File: src/rtl/muldiv_pkg.sv
// Shared types for the multiply/divide sequencer: FSM states, ALU micro-ops
// and the bundle of ALU control pins.
package muldiv_pkg;

  typedef enum logic [2:0] {
    IDLE, PRE0, PRE1, ITER, POST0, POST1, DONE
  } state_t;

  typedef enum logic [2:0] {
    UOP_NONE, ADD, SUB, PASS, NEG
  } uop_t;

  localparam int ITERS = 16;

  typedef struct packed {
    logic ci;
    logic nb;
    logic na;
    logic ic;
    logic xo;
    logic no;
    logic rot;
  } alu_ctl_t;

endpackage

File: src/rtl/muldiv_alu_enc.sv
// Combinational encoder from a sequencer micro-op to the ALU control pins,
// including forcing the B operand to zero for PASS/NEG.
module muldiv_alu_enc
  import muldiv_pkg::*;
#(
  parameter int WIDTH = 16
) (
  input  uop_t             uop,
  input  logic [WIDTH-1:0] b_in,
  input  logic             neg_ci,
  output alu_ctl_t         ctl,
  output logic [WIDTH-1:0] b_out
);

  always_comb begin
    // NOTE: every output gets a default before the case so no path can infer a latch.
    ctl   = '0;
    b_out = '0;
    case (uop)
      ADD: b_out = b_in;
      SUB: begin
        ctl.nb = 1'b1;
        ctl.ci = 1'b1;
        b_out  = b_in;
      end
      NEG: begin
        ctl.na = 1'b1;
        ctl.ci = neg_ci;
      end
      default: ;
    endcase
  end

endmodule

File: src/rtl/muldiv_seq.sv
// Multi-cycle multiply/divide sequencer that borrows the shared 16-bit ALU.
// Signed operation (PRE/POST sign fix-up) is built only with MULDIV_SIGNED_EN.
module muldiv_seq
  import muldiv_pkg::*;
#(
  parameter int WIDTH = 16,
  parameter int CNT_W = 5
) (
  input  logic             clk,
  input  logic             rst,
  input  logic             start,
  input  logic             op_div,
  input  logic             op_signed,
  input  logic [WIDTH-1:0] opa,
  input  logic [WIDTH-1:0] opb,
  output logic             busy,
  output logic             done,
  output logic [WIDTH-1:0] res_hi,
  output logic [WIDTH-1:0] res_lo,
  output logic             dz,
  output logic [WIDTH-1:0] alu_a,
  output logic [WIDTH-1:0] alu_b,
  output logic             alu_ci,
  output logic             alu_nb,
  output logic             alu_na,
  output logic             alu_ic,
  output logic             alu_xo,
  output logic             alu_no,
  output logic             alu_rot,
  input  logic [WIDTH-1:0] alu_o,
  input  logic             alu_cf
);

  state_t           state, state_nx;
  uop_t             uop;
  alu_ctl_t         ctl;
  logic [WIDTH-1:0] acc, lo, mreg;   // hi accumulator / remainder, multiplier / quotient, multiplicand / divisor
  logic [WIDTH-1:0] acc_d, lo_d, mreg_d, b_sel;
  logic [CNT_W-1:0] cnt;
  logic             is_div, dz_pend, neg_ci;
  logic             last_iter;

`ifdef MULDIV_SIGNED_EN
  logic is_signed, a_neg, b_neg, neg_c;
`else
  logic op_signed_unused;
  assign op_signed_unused = op_signed;
`endif

  assign last_iter = (cnt == CNT_W'(ITERS - 1));

  // NOTE: sequential state uses non-blocking assignments so all flops update together.
  always_ff @(posedge clk) begin
    if (rst) state <= IDLE;
    else     state <= state_nx;
  end

  always_comb begin
    state_nx = state;
    case (state)
      IDLE: if (start) begin
`ifdef MULDIV_SIGNED_EN
        state_nx = op_signed ? PRE0 : ITER;
`else
        state_nx = ITER;
`endif
      end
`ifdef MULDIV_SIGNED_EN
      PRE0:  state_nx = PRE1;
      PRE1:  state_nx = ITER;
      ITER:  if (last_iter) state_nx = is_signed ? POST0 : DONE;
      POST0: state_nx = POST1;
      POST1: state_nx = DONE;
`else
      ITER:  if (last_iter) state_nx = DONE;
`endif
      DONE:  state_nx = IDLE;
      default: state_nx = IDLE;
    endcase
  end

  always_comb begin
    busy   = 1'b0;
    done   = 1'b0;
    uop    = UOP_NONE;
    alu_a  = '0;
    b_sel  = '0;
    neg_ci = 1'b1;
    case (state)
      ITER: begin
        busy = 1'b1;
        if (is_div) begin
          alu_a = {acc[WIDTH-2:0], lo[WIDTH-1]};
          b_sel = mreg;
          uop   = SUB;
        end else begin
          alu_a = acc;
          b_sel = lo[0] ? mreg : '0;
          uop   = ADD;
        end
      end
`ifdef MULDIV_SIGNED_EN
      PRE0: begin
        busy  = 1'b1;
        alu_a = is_div ? lo : mreg;
        uop   = a_neg ? NEG : PASS;
      end
      PRE1: begin
        busy  = 1'b1;
        alu_a = is_div ? mreg : lo;
        uop   = b_neg ? NEG : PASS;
      end
      POST0: begin
        busy  = 1'b1;
        alu_a = lo;
        uop   = (a_neg ^ b_neg) ? NEG : PASS;
      end
      POST1: begin
        // A 32-bit product negation ripples the low-half carry into the high half.
        busy   = 1'b1;
        alu_a  = acc;
        uop    = (is_div ? a_neg : (a_neg ^ b_neg)) ? NEG : PASS;
        neg_ci = is_div ? 1'b1 : neg_c;
      end
`endif
      DONE: done = 1'b1;
      default: ;
    endcase
  end

  muldiv_alu_enc #(.WIDTH(WIDTH)) u_enc (
    .uop   (uop),
    .b_in  (b_sel),
    .neg_ci(neg_ci),
    .ctl   (ctl),
    .b_out (alu_b)
  );

  assign {alu_ci, alu_nb, alu_na, alu_ic, alu_xo, alu_no, alu_rot} = ctl;

  always_comb begin
    acc_d  = acc;
    lo_d   = lo;
    mreg_d = mreg;
    case (state)
      ITER: begin
        if (is_div) begin
          // Restoring step: keep the difference when the 17-bit partial remainder covers the divisor.
          acc_d = (acc[WIDTH-1] | alu_cf) ? alu_o : {acc[WIDTH-2:0], lo[WIDTH-1]};
          lo_d  = {lo[WIDTH-2:0], acc[WIDTH-1] | alu_cf};
        end else begin
          acc_d = {alu_cf, alu_o[WIDTH-1:1]};
          lo_d  = {alu_o[0], lo[WIDTH-1:1]};
        end
      end
`ifdef MULDIV_SIGNED_EN
      PRE0:  if (is_div) lo_d = alu_o; else mreg_d = alu_o;
      PRE1:  if (is_div) mreg_d = alu_o; else lo_d = alu_o;
      POST0: lo_d = alu_o;
      POST1: acc_d = alu_o;
`endif
      default: ;
    endcase
  end

  always_ff @(posedge clk) begin
    if (rst) begin
      acc     <= '0;
      lo      <= '0;
      mreg    <= '0;
      cnt     <= '0;
      is_div  <= 1'b0;
      dz_pend <= 1'b0;
      res_hi  <= '0;
      res_lo  <= '0;
      dz      <= 1'b0;
`ifdef MULDIV_SIGNED_EN
      is_signed <= 1'b0;
      a_neg     <= 1'b0;
      b_neg     <= 1'b0;
      neg_c     <= 1'b0;
`endif
    end else begin
      acc  <= acc_d;
      lo   <= lo_d;
      mreg <= mreg_d;
      if (state == IDLE && start) begin
        acc     <= '0;
        lo      <= op_div ? opa : opb;
        mreg    <= op_div ? opb : opa;
        cnt     <= '0;
        is_div  <= op_div;
        dz_pend <= op_div & (opb == '0);
`ifdef MULDIV_SIGNED_EN
        is_signed <= op_signed;
        a_neg     <= op_signed & opa[WIDTH-1];
        b_neg     <= op_signed & opb[WIDTH-1];
`endif
      end
      if (state == ITER) cnt <= last_iter ? '0 : cnt + 1'b1;
`ifdef MULDIV_SIGNED_EN
      if (state == POST0) neg_c <= alu_cf;
`endif
      // Results are captured on entry to DONE so they are valid while done is high.
      if (state_nx == DONE) begin
        res_hi <= acc_d;
        res_lo <= lo_d;
        dz     <= dz_pend;
      end
    end
  end

endmodule
File: config.mk
export PLATFORM = sky130hd
export DESIGN_NAME = muldiv_seq
export DESIGN_NICKNAME = d
export VERILOG_FILES = /design/src/rtl/muldiv_pkg.sv /design/src/rtl/muldiv_alu_enc.sv /design/src/rtl/muldiv_seq.sv
export SDC_FILE = /design/constraint.sdc
export NUM_CORES = 1
export LEC_CHECK = 0
export ABC_AREA = 1
export CORE_MARGIN = 2
export CORE_UTILIZATION = 35
export CTS_CLUSTER_DIAMETER = 150
export DETAILED_ROUTE_END_ITERATION = 8
export SLEW_MARGIN = 20
export SYNTH_ARGS = -nofsm -noshare
export SYNTH_HDL_FRONTEND = slang
export SYNTH_SLANG_ARGS = --single-unit
export TNS_END_PERCENT = 20
File: constraint.sdc
create_clock -name clk -period 2.4 [get_ports clk]
set_input_delay 0.6 -clock clk [delete_from_list [all_inputs] [get_ports clk]]
set_output_delay 0.6 -clock clk [all_outputs]
set_load 0.1 [all_outputs]
==> results.cfg <==
[clock_tree]
path_clk_slew_ns = 0.06
cts_buffers = 9
clockBufferDepth = 2
htree_levels = 3
cts_tree = built
clock_latency_ns = 0.35
cts_root_buf = clkbuf_16
holdBufCountCts = 0
cts.sinks = 91

[setup_path]
cp_top_family = buffers and inverters
critPathCaptureType = output port
cp-start-kind = flop
cp_max_fo = 62
path_buf_inv = 3
max_stage_delay_ns = 0.36
worstPathRequired_ns = 1.80
worst-r2r-setup-slack_ns = 0.61
crit_top_cell = nand2_1
cp.arrival_ns = 1.73
crit_slowest_cell = dfxtp_2
critPathKind = reg -> out
path_cells = clkbuf_8 -> nand2_1 -> o21ai_0 -> nand2_1 -> inv_1 -> buf_12

[sta]
worst_slew_pin_slew_ns = 0.639
fin_crit_sh_pct = 97.2
fin_crit_ns = 2.33
hold_violations = 0
finClkSkew_ns = 0.00577
slew_viol_final = 0
holdWs_ns = 0.442
fmax_mhz = 429
finalSetupViolCount = 0
max_slew_margin_pct = 57.3

[yosys]
synth_compound_area_share_pct = 21.0
ys_warn_count = 0
synth_area_leader_cell = dfxtp_1
synth_edf_count = 0
synth_top_area_share_pct = 36.1
ys_ff_latch = 91
synth_adder_area_share_pct = 0.248
synth_cell_types = 33
ys.flop_type = dfxtp_1
muxShareOfSynthArea_pct = 0
seq_area_frac_synth_pct = 36.1
synthSimpleGateAreaFrac_pct = 26.8
synthArstFlopShare_pct = 0
synth_xor_area_share_pct = 0
synth_area_leaders = dfxtp_1 (36%), nand2_1 (16%), o21ai_0 (12%)
syn-cell-area_um2 = 5050
syn_inst = 802
avgSynthCellArea_um2 = 6.30
synth_top_family_by_area = simple AND/OR/NAND/NOR gates

[cells_and_area]
num-nets-final = 955
layout_common_cells = nand2_1 (214), o21ai_0 (118), inv_1 (115), dfxtp_1 (90), nor2_1 (78)
drive_gt1_share_pct = 17.1
diodes = 0
final_cells = 1085
nFillCells = 1414
area_growth_pct = 39.5
final_common_cell = nand2_1

[power_and_ir_drop]
ir_drop_v = 0.000388
p_leak_nw = 3.20
power_density_nw_per_um2 = 513

[floorplan]
io_pins = 128
rows = 43
die_w_um = 124
dieArea_um2 = 15400
coreArea_um2 = 14000
die_y_um = 124
initial_core_util_pct = 36.1

[min_path]
hp-class = reg -> reg

[run]
max_cap_violations = 0

[place]
numPortBuffers = 121
place_congestion = 0.781
dpl.hpwl_um = 9910
placed_cells = 1068

[outcome]
status = complete, no violations

[global_routing]
track_usage_pct = 19.0
antenna_found_initial = 0
grt_max_degree = 66
grt_pass1_vias = 4619
grt_pass1_wl_um = 22800
gr-total-overflow = 0

[drt]
drc = 0
drt-initial-drc-count = 352
routed_wl_um = 14100
dr.pass1.iters = 6
num_vias = 5062
antenna_left = 0
via_per_inst = 4.67
routedWlPerCell_um = 13.0
worst register-to-register path, stage by stage, from the launching register on:
cell and delay, ns:
dfxtp_1 0.43, nand3_4 0.23, buf_4 0.23, nor2_8 0.22, buf_4 0.35, o21ai_0 0.14
a21oi_1 0.12
path summary, 6_finish.rpt:
kind              startpoint         to  cells after the start
setup reg to reg    state[0]  res_hi[0]                      6
setup / recovery      is_div   alu_a[5]                      6
hold / removal        cnt[4]     cnt[4]                      2
hold reg to reg       cnt[4]     cnt[4]                      2
sequential cells by signal, indices dropped and copies added, names as in the netlist:
register,flops
acc,16
lo,16
mreg,16
res_hi,16
res_lo,16
cnt,5
state,3
dz,1
dz_pend,1
is_div,1
per-layer routing:
layer / track usage, % / part of all wire [%] / up-vias / wire [um]
met3: 4.30 / 5.4 / 13 / 763
li1: - / - / 2684 / -
met2: 31.8 / 48 / 121 / 6700
met1: 24.4 / 46 / 2244 / 6410
met5: 0 / 0 / - / 0
met4: 5.55 / 1.3 / 0 / 188
area by class of cell:
cell class / instances / area (um^2) / area share, %
clock inverters: 5 / 52.6 / 0.746
clock buffers: 11 / 243 / 3.44
inverters: 118 / 445 / 6.32
well taps: 180 / 225 / 3.20
flip-flops and latches: 91 / 1820 / 25.9
repair buffers: 142 / 1700 / 24.1
multi-input cells: 538 / 2560 / 36.3
cell families after synthesis:
family | count (synthesis)
AND/OR/NAND/NOR | 334
AO/OA/AOI/OAI | 198
buffers and inverters | 177
flip-flops | 91
adder cells (fa/ha/maj) | 1
other | 1
stage by stage:
stage | power (mW) | TNS [ns] | setup WS, ns | area [um^2] | utilization (%)
2_1_floorplan | 2.01 | -6.46 | -0.380 | 5150 | -
3_3_place_gp | 2.21 | 0 | 0.224 | 6710 | 48.0
3_5_place_dp | 2.21 | 0 | 0.223 | 6710 | 48.0
4_1_cts | 3.66 | 0 | 0.0431 | 7030 | 50.2
5_1_grt | 3.79 | -0.0107 | -0.00718 | 7050 | 50.4
6_report | 3.61 | 0 | 0.0678 | 7050 | 50.4
cells in the mapped netlist, types with 2 or more instances:
library cell  instances
o21ai_0             118
nor2_1               81
o21ai_1              17
clkbuf_1             14
a21oi_1              42
o21ai_2               3
nor3_1               17
dfxtp_1              91
buf_4                12
inv_1               115
a31oi_1               2
buf_6                 6
nand2_1             214
nand4_1               6
a21oi_2              14
buf_2                25
inv_2                 2
nand3_1               7
nand3_2               2
where the power goes:
part	total (mW)	internal, mW	switching (mW)
clock	1.43	0.830	0.602
sequential	1.60	1.57	0.0283
combinational	0.583	0.212	0.370
timing repair:
item | CTS | global route
gates resized for setup | 3 | 1
buffers inserted | 0 | 1
pin swaps | 0 | 1
endpoints found under the setup margin | 21 | 16
Power figures use the tool's default switching activity.
